<file path="src/rtl/cpu_pkg.sv">
// Shared definitions for the core sequencer: state encoding and the default
// load/store and div/rem code ranges also used by the decoder.
package cpu_pkg;

    typedef enum logic [2:0] {
        ST_IDLE     = 3'd0,
        ST_FETCH    = 3'd1,
        ST_DECODE   = 3'd2,
        ST_EXECUTE  = 3'd3,
        ST_MEM_WAIT = 3'd4,
        ST_MC_WAIT  = 3'd5,
        ST_FAULT    = 3'd6
    } state_t;

    localparam int unsigned LS_FIRST_DEF = 27;
    localparam int unsigned LS_LAST_DEF  = 34;
    localparam int unsigned MC_FIRST_DEF = 14;
    localparam int unsigned MC_LAST_DEF  = 17;

    // Inclusive range test on a decoded instruction code.
    function automatic logic code_in_range(input logic [63:0] code,
                                           input logic [63:0] lo,
                                           input logic [63:0] hi);
        return (code >= lo) && (code <= hi);
    endfunction

endpackage

</file>
<file path="src/rtl/bus_timeout_counter.sv">
// Counts cycles spent waiting on the bus; expired flags the terminal count
// BUS_TIMEOUT-1. With BUS_TIMEOUT=0 the counter disappears and never expires.
module bus_timeout_counter #(
    parameter int unsigned BUS_TIMEOUT = 256
) (
    input  logic clk,
    input  logic rst_n,
    input  logic clear,
    input  logic enable,
    output logic expired
);

    generate
        if (BUS_TIMEOUT == 0) begin : g_off
            logic unused;
            assign unused  = &{1'b0, clk, rst_n, clear, enable};
            assign expired = 1'b0;
        end else begin : g_on
            localparam int unsigned W = (BUS_TIMEOUT > 1) ? $clog2(BUS_TIMEOUT) : 1;
            localparam logic [W-1:0] LAST = W'(BUS_TIMEOUT - 1);

            logic [W-1:0] count;

            // Saturates at LAST so a stalled enable cannot wrap back to zero.
            always_ff @(posedge clk or negedge rst_n) begin
                if (!rst_n)
                    count <= '0;
                else if (clear)
                    count <= '0;
                else if (enable && (count != LAST))
                    count <= count + 1'b1;
            end

            assign expired = (count == LAST);
        end
    endgenerate

endmodule

</file>
<file path="src/rtl/cpu_sequencer.sv">
// Multi-cycle instruction sequencer: fetch, optional decode, execute, and wait
// states for load/store and div/rem, with halt handshake and bus timeout fault.
module cpu_sequencer
    import cpu_pkg::*;
#(
    parameter int unsigned CODE_W       = 32,
    parameter int unsigned LS_FIRST     = LS_FIRST_DEF,
    parameter int unsigned LS_LAST      = LS_LAST_DEF,
    parameter int unsigned MC_FIRST     = MC_FIRST_DEF,
    parameter int unsigned MC_LAST      = MC_LAST_DEF,
    parameter int unsigned DECODE_STAGE = 0,
    parameter int unsigned BUS_TIMEOUT  = 256,
    parameter int unsigned CNT_W        = 32
) (
    input  logic              i_clk,
    input  logic              i_rst_n,
    input  logic              i_bus_DV,
    input  logic [CODE_W-1:0] i_instruction,
    input  logic              i_div_rem_finnished,
    input  logic              i_halt,
    input  logic              i_fault_clr,
    output logic [2:0]        o_state,
    output logic              o_load_PC,
    output logic              o_start_fetch,
    output logic              o_start_mem,
    output logic              o_start_mc,
    output logic              o_fault,
    output logic [CNT_W-1:0]  o_instret
);

    state_t     state;
    state_t     state_next;
    logic       start_fetch_next;
    logic       complete;
    logic       is_ls;
    logic       is_mc;
    logic       tmo_clear;
    logic       tmo_enable;
    logic       tmo_expired;

    // Load/store wins where the two ranges overlap.
    assign is_ls = code_in_range(64'(i_instruction), 64'(LS_FIRST), 64'(LS_LAST));
    assign is_mc = !is_ls &&
                   code_in_range(64'(i_instruction), 64'(MC_FIRST), 64'(MC_LAST));

    always_comb begin
        state_next       = state;
        start_fetch_next = 1'b0;
        complete         = 1'b0;
        o_start_mem      = 1'b0;
        o_start_mc       = 1'b0;

        case (state)
            ST_IDLE: begin
                if (!i_halt) begin
                    state_next       = ST_FETCH;
                    start_fetch_next = 1'b1;
                end
            end
            ST_FETCH: begin
                if (i_bus_DV)
                    state_next = (DECODE_STAGE != 0) ? ST_DECODE : ST_EXECUTE;
                else if (tmo_expired)
                    state_next = ST_FAULT;
            end
            ST_DECODE: begin
                state_next = ST_EXECUTE;
            end
            ST_EXECUTE: begin
                if (is_ls) begin
                    o_start_mem = 1'b1;
                    state_next  = ST_MEM_WAIT;
                end else if (is_mc) begin
                    o_start_mc = 1'b1;
                    state_next = ST_MC_WAIT;
                end else begin
                    complete = 1'b1;
                end
            end
            ST_MEM_WAIT: begin
                if (i_bus_DV)
                    complete = 1'b1;
                else if (tmo_expired)
                    state_next = ST_FAULT;
            end
            ST_MC_WAIT: begin
                if (i_div_rem_finnished)
                    complete = 1'b1;
            end
            ST_FAULT: begin
                if (i_fault_clr)
                    state_next = ST_IDLE;
            end
            default: begin
                state_next = ST_IDLE;
            end
        endcase

        // Halt is honoured only here and in IDLE, never mid-instruction.
        if (complete) begin
            if (i_halt) begin
                state_next = ST_IDLE;
            end else begin
                state_next       = ST_FETCH;
                start_fetch_next = 1'b1;
            end
        end
    end

    // The timeout window restarts on every entry into a bus wait state,
    // including the direct MEM_WAIT -> FETCH hop on completion.
    assign tmo_clear  = (state_next != state) &&
                        ((state_next == ST_FETCH) || (state_next == ST_MEM_WAIT));
    assign tmo_enable = ((state == ST_FETCH) || (state == ST_MEM_WAIT)) &&
                        (state_next == state);

    bus_timeout_counter #(
        .BUS_TIMEOUT (BUS_TIMEOUT)
    ) u_tmo (
        .clk     (i_clk),
        .rst_n   (i_rst_n),
        .clear   (tmo_clear),
        .enable  (tmo_enable),
        .expired (tmo_expired)
    );

    always_ff @(posedge i_clk or negedge i_rst_n) begin
        if (!i_rst_n) begin
            state         <= ST_IDLE;
            o_start_fetch <= 1'b0;
            o_instret     <= '0;
        end else begin
            state         <= state_next;
            o_start_fetch <= start_fetch_next;
            if (complete)
                o_instret <= o_instret + 1'b1;
        end
    end

    assign o_state   = state;
    assign o_load_PC = complete;
    assign o_fault   = (state == ST_FAULT);

endmodule

</file>
<file path="config.mk">
export PLATFORM = sky130hd
export DESIGN_NAME = cpu_sequencer
export DESIGN_NICKNAME = d
export VERILOG_FILES = /design/src/rtl/cpu_pkg.sv /design/src/rtl/bus_timeout_counter.sv /design/src/rtl/cpu_sequencer.sv
export SDC_FILE = /design/constraint.sdc
export NUM_CORES = 1
export LEC_CHECK = 0
export ABC_CLOCK_PERIOD_IN_PS = 8400
export CAP_MARGIN = 0
export CELL_PAD_IN_SITES_DETAIL_PLACEMENT = 0
export CELL_PAD_IN_SITES_GLOBAL_PLACEMENT = 1
export CORE_MARGIN = 4
export CORE_UTILIZATION = 30
export CTS_CLUSTER_DIAMETER = 60
export DETAILED_ROUTE_END_ITERATION = 10
export DONT_BUFFER_PORTS = 1
export PLACE_DENSITY = 0.55
export RECOVER_POWER = 50
export SLEW_MARGIN = 40
export SYNTH_ARGS = -nofsm -noshare
export SYNTH_HDL_FRONTEND = slang
export SYNTH_HIERARCHICAL = 1
export SYNTH_SLANG_ARGS = --single-unit
</file>
<file path="constraint.sdc">
create_clock -name i_clk -period 8.4 [get_ports i_clk]
set_input_delay 1.26 -clock i_clk [delete_from_list [all_inputs] [get_ports i_clk]]
set_output_delay 1.26 -clock i_clk [all_outputs]
set_load 0.01 [all_outputs]
</file>
==> metrics, run 1 <==
die width=98.7 um; number of diodes=0; post-CTS sizing=0; Crit path largest cell delay=just over 0.5 ns; register-to-register setup slack=4.85 ns; worst hold path startpoint=u_tmo/g_on.count[5]; VDD IR max=0.0000853 V; GR Util All Layers=about an eighth; CP required=7.14 ns; Layout Area Growth over Synthesis=8.93%; status=finished clean; Die H=98.7 um; DR vias/cell=between 5 and 6; io pins=roughly 80; Net count, final=296; Max Cap Viol=0; vias in the first global route=roughly 1800; Top FF cell, synth=dfrtp_1; critical path peak fanout=16; Min-Delay Path Depth=1; drt initial violations=72; clk buf depth=2; Hold EP=u_tmo/g_on.count[5]; hold crit path type=flip-flop to flip-flop; Initial Util=a little under a third; sequential area share after synthesis=between 40% and 50%; clk_skew=between 0.01 and 0.015 ns; final instance area=2690 sq um; Setup crit end kind=output port; placed cells=roughly 350; Crit Path Class=input pin to output port; CP cell instances=or4b_1 -> a21o_1 -> a2111oi_4 -> o21bai_2 -> buf_4; Max Slew Vio Count=0; drc violations=0; Syn Inst Count=approximately 250; net count after synthesis=roughly 300; pwr dens=around 230 nW/um^2; Period minus WS final=4.05 ns; Tightest Pin Transition=~0.77 ns; arrival time worst endpoint=roughly 2.8 ns; die area=9740 sq um; unrepaired setup endpoints after global routing=no; worst reg2reg endpoint=u_tmo/g_on.count[7]; final setup fails=0; Skew-Pair Late Insertion Delay=roughly 0.30 ns; Avg Cell Area, Syn=around 9.7 sq um; Post-CTS Setup Bufs=0; Fillers=837; FF-to-FF path depth=12; final setup TNS=0 ns; floorplan row count=32; Worst slew margin=around half; most frequent cells in the layout=dfrtp_1, nor2_1, nand2_1; clock-pin slew on the worst setup and hold paths=around 0.08 ns; synth warn=6; FMAX=about 250 MHz; CTS tree=done; final hold violation count=0; startpoint types=input pin; initial antenna violation count=0; commonest non-fill, non-tap cell in the layout=dfrtp_1; clk sinks=44; Leakage=0.00109 uW; post-route insts no fill=roughly 360; TritonCTS buffer count=5; core area=approximately 7800 sq um; GPL Wtd Cong=0.749; synthesized area=2470 sq um; worst r2r src=u_tmo/g_on.count[0]; Synth cell types=just over 50; CP max stage cell=or4b_1; DRT Pass-1 Iters=4; CTS root buf=clkbuf_8; Final Cycle Share=between 40% and 50%; asr flop ratio synth=100%; largest net degree at the start of global routing=45; Seq cells post-synth=44; dpl cell area=between 2000 and 3000 sq um; WL/cell=between 15 and 20 um; number of synthesized flops with an enable pin=0; hold slack final=0.526 ns; GR Overflow Total=0; routed via count=approximately 1900; Antenna Violating Nets Remaining=0; first-pass GRT wire length=between 9000 and 10000 um; H-tree depth=2; hold buffer count at CTS=0; Port Buffers=0; detailed placer's ending HPWL=between 4000 and 5000 um; WL final=between 5000 and 6000 um; share of post-route cells with drive strength above 1=between 8 and 9%
-- routing by layer --
layer / vias to the layer above / GRT usage, % / part of all wire (%)
li1: 913 / - / -
met1: 901 / 15.9 / 44
met2: 47 / 19.8 / 49
met3: 6 / 3.68 / 5.7
met4: 0 / 3.78 / 1.1
met5: - / 0 / 0
-- through the flow --
step           setup slack, ns  power (uW)  utilization (%)
2_1_floorplan             4.32         409                -
3_3_place_gp              4.06         445             32.7
3_5_place_dp              4.06         446             32.7
4_1_cts                   4.35         621             34.3
5_1_grt                   4.02         651             34.2
6_report                  4.35         611             34.2
-- sequential cells by signal, indices dropped and copies added (netlist names) --
signal and count:
u_tmo/g_on.count 8, o_state 3, o_instret 32, o_start_fetch 1
-- report_power, final --
part           internal (uW)  switching (uW)  leakage (uW)
clock                   97.3            76.3     0.0000614
sequential               235            59.0      0.000562
combinational           68.5            75.4      0.000470
total                    400             211       0.00109
-- cell type report --
type                            instances  area, sq um  share of cell area (%)
Tap cell                              102          128                    4.75
Sequential cell                        44         1100                    41.0
Multi-Input combinational cell        196         1300                    48.4
Clock buffer                            6         82.6                    3.07
Timing Repair Buffer                    1         7.51                   0.279
Clock inverter                          2         38.8                    1.44
Inverter                                8         30.0                    1.12
-- cells in the mapped netlist, types with 3 or more instances --
| cell | instances | area, sq um |
|---|---|---|
| nor4_1 | 6 | 37.5 |
| nand2_1 | 21 | 78.8 |
| nand4_1 | 10 | 62.6 |
| xor2_1 | 17 | 149 |
| nor2b_1 | 4 | 25.0 |
| inv_1 | 8 | 30.0 |
| mux2i_1 | 4 | 40.0 |
| nand3_1 | 13 | 65.1 |
| a211oi_1 | 4 | 30.0 |
| nor2_1 | 28 | 105 |
| and3_1 | 9 | 56.3 |
| xnor2_1 | 16 | 140 |
| nor3_1 | 13 | 65.1 |
| nand2b_1 | 4 | 25.0 |
| dfrtp_1 | 44 | 1100 |
| a21oi_1 | 6 | 30.0 |
| buf_4 | 3 | 22.5 |
| o21ai_0 | 3 | 15.0 |
| o21bai_1 | 3 | 22.5 |
-- kinds of logic (layout without fill, tap and decap cells) --
group	after synthesis	in the layout	synth area share [%]
compound gates	32	32	10.9
simple gates	122	122	26.0
fa+ha+maj	2	2	1.01
xor+xnor	33	33	11.7
buf+inv	14	17	2.59
flops	44	44	44.6
mux	7	7	3.14
-- worst max path at each step --
| stage | startpoint | to | cells after the start |
|---|---|---|---|
| after floorplan | i_instruction[1] | o_load_PC | 5 |
| after global placement | i_instruction[1] | u_tmo/g_on.count[7] | 10 |
| after detailed placement | i_instruction[1] | u_tmo/g_on.count[0] | 10 |
| after CTS | i_instruction[1] | o_load_PC | 5 |
| after global routing | i_instruction[1] | u_tmo/g_on.count[6] | 10 |
| final | i_instruction[1] | o_load_PC | 5 |
-- critical path: cells and delay by family --
family | cells | cell delay (ns)
and+or+nand+nor | 1 | 0.51
AOI/OAI and AO/OA | 3 | 0.79
buffers and inverters | 1 | 0.21
Note: power is estimated with default switching activity, not from simulation.
==> run 2: changes to the inputs <==
- ABC_CLOCK_PERIOD_IN_PS: 8400 -> 3900
- clock period: 8.4 -> 3.9 ns (I/O delays scaled with it)
==> run 2 against run 1 <==
- the run now ends with max-capacitance violations, max-slew violations left
- setup slack got worse by 3.7 ns
- clock skew up 0.0016 ns
- die area did not move
- first-iteration DRC count decreased by 1.4%
- cell count is 1.7% higher
- design area is 0.42% higher
- power up 110%
- non-clock buffer count grew 7
- global-route usage fell by 0.23 points
- wire length down 0.65%
- flip-flop and latch count is the same
- register-to-register slack got worse by 4.2 ns
- critical path type is now flip-flop to flip-flop
==> metrics, run 2 (synthesis gave the netlist of run 1 again) <==
worst r2r src=u_tmo/g_on.count[0]; number of diodes=0; clock-pin slew on the worst setup and hold paths=about 0.08 ns; most frequent cells in the layout=dfrtp_1, nor2_1, nand2_1; TritonCTS buffer count=5; startpoint types=flip-flop; Antenna Violating Nets Remaining=0; Initial Util=31.4%; Skew-Pair Late Insertion Delay=around 0.3 ns; clk_skew=between 0.01 and 0.015 ns; Tightest Pin Transition=around 2.4 ns; Max Cap Viol=1; Max Slew Vio Count=45; largest net degree at the start of global routing=45; Port Buffers=0; H-tree depth=2; clk sinks=44; final setup TNS=0 ns; initial antenna violation count=0; DR vias/cell=approximately 5.2; max reg flops=32; vias in the first global route=about 1800; critical path peak fanout=6; Worst slew margin=-58.5%; pwr dens=about 470 nW/um^2; WL final=5770 um; Period minus WS final=approximately 3.2 ns; Leakage=between 0.001 and 0.0015 uW; die width=about 99 um; clk buf depth=2; final hold violation count=0; final instance area=between 2000 and 3000 sq um; post-CTS sizing=0; io pins=between 70 and 80; status=finished with violations; final setup fails=0; Crit Path Class=flip-flop to flip-flop; DRT Pass-1 Iters=4; GR Overflow Total=0; FMAX=between 300 and 400 MHz; GPL Wtd Cong=between 0.7 and 0.8; Top reg by flops=o_instret; Net count, final=roughly 300; routed via count=approximately 1900; Die H=around 99 um; Layout Area Growth over Synthesis=9.38%; Final Cycle Share=82.4%; WP buf/inv=1; first-pass GRT wire length=9580 um; share of post-route cells with drive strength above 1=10.3%; drt initial violations=around 70; worst hold path startpoint=i_halt; hold slack final=between 0.3 and 0.4 ns; Setup crit end kind=flip-flop; hold crit path type=input pin to flip-flop; die area=~10000 sq um; Worst path top cell family by delay=simple AND/OR/NAND/NOR gates; GR Util All Layers=around an eighth; CP max stage cell=dfrtp_1; floorplan row count=32; most used cell, CP=nor3_1; WL met2=~2700 um; dpl cell area=~2600 sq um; commonest non-fill, non-tap cell in the layout=dfrtp_1; metal3 WL=roughly 270 um; Max Used Layer=met4; WL/cell=between 15 and 20 um; core area=a little under 8000 sq um; CP cell instances=ha_1 -> and4_4 -> and2_2 -> nand2b_1 -> o21ai_0 -> a41oi_1 -> mux2i_1 -> o311ai_0 -> nor3_1 -> buf_4 -> nand4_1 -> nor3_1 -> mux2_2; CTS tree=done; Post-Route M1 WL=2740 um; detailed placer's ending HPWL=around 4300 um; arrival time worst endpoint=~3.4 ns; Crit path largest cell delay=approximately 0.44 ns; Worst Setup SP=u_tmo/g_on.count[0]; drc violations=0; violated checks=max-capacitance violations, max-slew violations; CP required=between 4 and 5 ns; unrepaired setup endpoints after global routing=no; CTS root buf=clkbuf_8; VDD IR max=between 0.0002 and 0.00025 V
==> run 2: changes by cell type in the layout (fill, tap and decap cells not counted), sizes merged <==
cell / delta
buf: +6
bufinv: -1
clkinvlp: +1
==> run 2: final cells by class <==
type,count,area [sq um]
Clock buffer,5,68.8
Timing Repair Buffer,8,56.3
Clock inverter,2,12.5
Multi-Input combinational cell,196,1300
Tap cell,102,128
Inverter,8,30.0
Sequential cell,44,1100
Fill cell,851,5150
==> run 2: where the power goes <==
part           switching (uW)  internal [uW]
combinational             203            176
sequential                101            506
clock                     159            122
total                     463            803
==> run 2: metal layers <==
layer / vias to the layer above / track usage, %
met4: 0 / 3.47
met3: 6 / 3.75
met1: 938 / 16.0
met5: - / 0
met2: 27 / 18.9
li1: 932 / -
==> run 2: final timing paths <==
| path | to | slack (ns) | depth (start not counted) |
|---|---|---|---|
| setup / recovery | u_tmo/g_on.count[7] | 0.69 | 13 |
| hold / removal | o_start_fetch | 0.35 | 1 |
| setup reg to reg | u_tmo/g_on.count[7] | 0.69 | 13 |
| hold reg to reg | o_instret[31] | 0.54 | 1 |
| max in group asynchronous | o_instret[22] | 1.55 | 1 |
| min in group asynchronous | o_instret[8] | 1.00 | 1 |
==> run 2: what timing repair did <==
item | 4_1_cts | 5_1_grt
setup buffers | 0 | 0
hold endpoints to repair | 44 | 0
hold buffers | 1 | 0
==> run 2: worst register-to-register path, cell delays in order, from the launching register on <==
cell      delay, ns
dfrtp_1        0.44
ha_1           0.28
and4_4         0.22
and2_2         0.18
nand2b_1       0.12
o21ai_0        0.11
a41oi_1        0.37
mux2i_1        0.22
o311ai_0       0.16
nor3_1         0.20
buf_4          0.16
nand4_1        0.12
nor3_1         0.18
mux2_2         0.35
==> run 2: stage by stage <==
stage	utilization, %	std cells	setup WS [ns]	total power (uW)
3_5_place_dp	33.3	357	0.559	992
5_1_grt	34.4	365	0.447	1350
2_1_floorplan	-	254	0.703	882
6_report	34.4	365	0.688	1270
4_1_cts	34.7	365	0.671	1290
3_3_place_gp	33.3	357	0.617	992
==> run 3: changes to the inputs <==
- ABC_CLOCK_PERIOD_IN_PS: 3900 -> 2950
- PLACE_DENSITY: 0.55 -> 0.57
- clock period: 3.9 -> 2.95 ns (I/O delays scaled with it)
==> run 3 against run 2 <==
- the flow now finishes without violations
- largest cell class unchanged
- clock power rose by 76%
- sequential power rose by 30%
- critical path depth rose by 2
- first-iteration DRC count rose by 99%
- critical path type unchanged
- fmax rose by 14%
- combinational power rose by 71%
- critical endpoint is now u_tmo/g_on.count[3]
- non-clock buffer count rose by 27
- die area did not move
- flip-flop and latch count did not move
- cell count rose by 7.7%
==> metrics, run 3 (synthesis gave the netlist of run 1 again) <==
status=finished clean; H-tree depth=2; final core utilization=38.7%; startpoint types=flip-flop; detailed placer's ending HPWL=around 4600 um; share of post-route cells with drive strength above 1=a little under a quarter; Leakage=~0.0013 uW; routing usage on met3=4.39%; core area=about 7800 sq um; final hold violation count=0; Antenna Violating Nets Remaining=0; TritonCTS buffer count=5; GRT busiest layer=met2; commonest non-fill, non-tap cell in the layout=dfrtp_1; DRT Pass-1 Iters=4; drt initial violations=~140; Tightest Pin Transition=approximately 1.1 ns; Final Cycle Share=between 90% and 100%; clk buf depth=2; Die H=98.7 um; WL final=about 6200 um; die width=~100 um; final setup fails=0; Min-Delay Path Depth=1; FMAX=between 300 and 400 MHz; io pins=between 70 and 80; GPL Wtd Cong=between 0.8 and 0.9; floorplan row count=32; DR vias/cell=5.08; worst slack at placement=-0.00300 ns; Worst slew margin=roughly a quarter; Setup crit end kind=flip-flop; met1 Usage GRT=17.3%; arrival time worst endpoint=3.03 ns; pwr dens=around 640 nW/um^2; clk sinks=44; Initial Util=between 30% and 40%; drc violations=0; met2 usage=about a fifth; Top reg by flops=o_instret; CTS tree=done; Worst Slack Setup Final=~0.14 ns; largest net degree at the start of global routing=45; final setup TNS=0 ns; Max Slew Vio Count=0; Layout Area Growth over Synthesis=23.1%; total power=just under 2000 uW; vias in the first global route=slightly below 2000; register-to-register setup slack=0.14 ns; VDD IR max=around 0.00038 V; WL/cell=between 15 and 20 um; CTS root buf=clkbuf_8; number of diodes=0; Max Cap Viol=0; Period minus WS final=~2.8 ns; die area=between 9000 and 10000 sq um; critical path peak fanout=6; GR Overflow Total=0; GR Util All Layers=12.7%; most frequent cells in the layout=dfrtp_1, buf_4, nor2_1; initial antenna violation count=0; FF-to-FF path depth=15; clock-pin slew on the worst setup and hold paths=around 0.090 ns; Crit Path Class=flip-flop to flip-flop; max reg flops=32; unrepaired setup endpoints after global routing=no; routed via count=about 2000; Port Buffers=0; Net count, final=330; CP required=about 3.2 ns; clk_skew=approximately 0.0080 ns; hold crit path type=input pin to flip-flop; Skew-Pair Late Insertion Delay=around 0.29 ns; first-pass GRT wire length=10200 um
==> run 3: cell count changes in the layout (fill, tap and decap cells not counted), sizes merged <==
cell         previous run  this run
dlygate4sd3             0         1
clkinvlp                1         0
buf                     7        33
bufinv                  0         1
clkbuf                  6         7
==> run 3: critical path, stage by stage, from the launching register on <==
cell,delay (ns)
dfrtp_1,0.42
ha_2,0.19
and4_4,0.16
and2_2,0.19
nand2b_4,0.08
buf_4,0.10
o21bai_1,0.06
o31a_2,0.14
a22o_1,0.21
a311oi_2,0.34
xnor2_1,0.19
nor3b_2,0.07
buf_4,0.17
buf_4,0.15
o21bai_1,0.15
a31oi_1,0.13
==> run 3: layout make-up <==
type                    instances  area [sq um]
clock inverters                 2          38.8
multi-input cells             196          1390
inverters                       8          30.0
well taps                     102           128
fillers                       820          4810
flip-flops and latches         44          1100
clock buffers                   6          82.6
repair buffers                 35           263
==> run 3: layer usage <==
metal / vias to the layer above / share of wire, %
met1: 970 / 46
met5: - / 0
met2: 43 / 48
li1: 979 / -
met4: 0 / 0.48
met3: 4 / 5.5
==> run 3: final timing paths <==
path,start,end
max,u_tmo/g_on.count[0],u_tmo/g_on.count[3]
min reg2reg,o_instret[31],o_instret[31]
min in group asynchronous,i_rst_n,o_instret[11]
min,i_halt,o_start_fetch
max reg2reg,u_tmo/g_on.count[0],u_tmo/g_on.count[3]
max in group asynchronous,i_rst_n,o_instret[1]
==> run 3: metrics by stage <==
stage / instances / hold WS, ns / instance area (sq um)
after floorplan: 254 / 0.147 / 2480
after global placement: 381 / 0.149 / 2810
after detailed placement: 381 / 0.149 / 2810
after CTS: 391 / 0.199 / 2970
after global routing: 393 / 0.195 / 3040
final: 393 / 0.208 / 3040
==> run 3: report_power, final <==
group	switching [uW]	internal, uW	total (uW)
combinational	330	318	648
clock	217	277	494
sequential	119	669	788
total	665	1260	1930
==> run 3: timing repair <==
item	4_1_cts	5_1_grt
buffers inserted	0	2
hold buffers	2	0
hold endpoints to repair	44	0
gates resized for setup	0	16
setup endpoints to repair	0	8
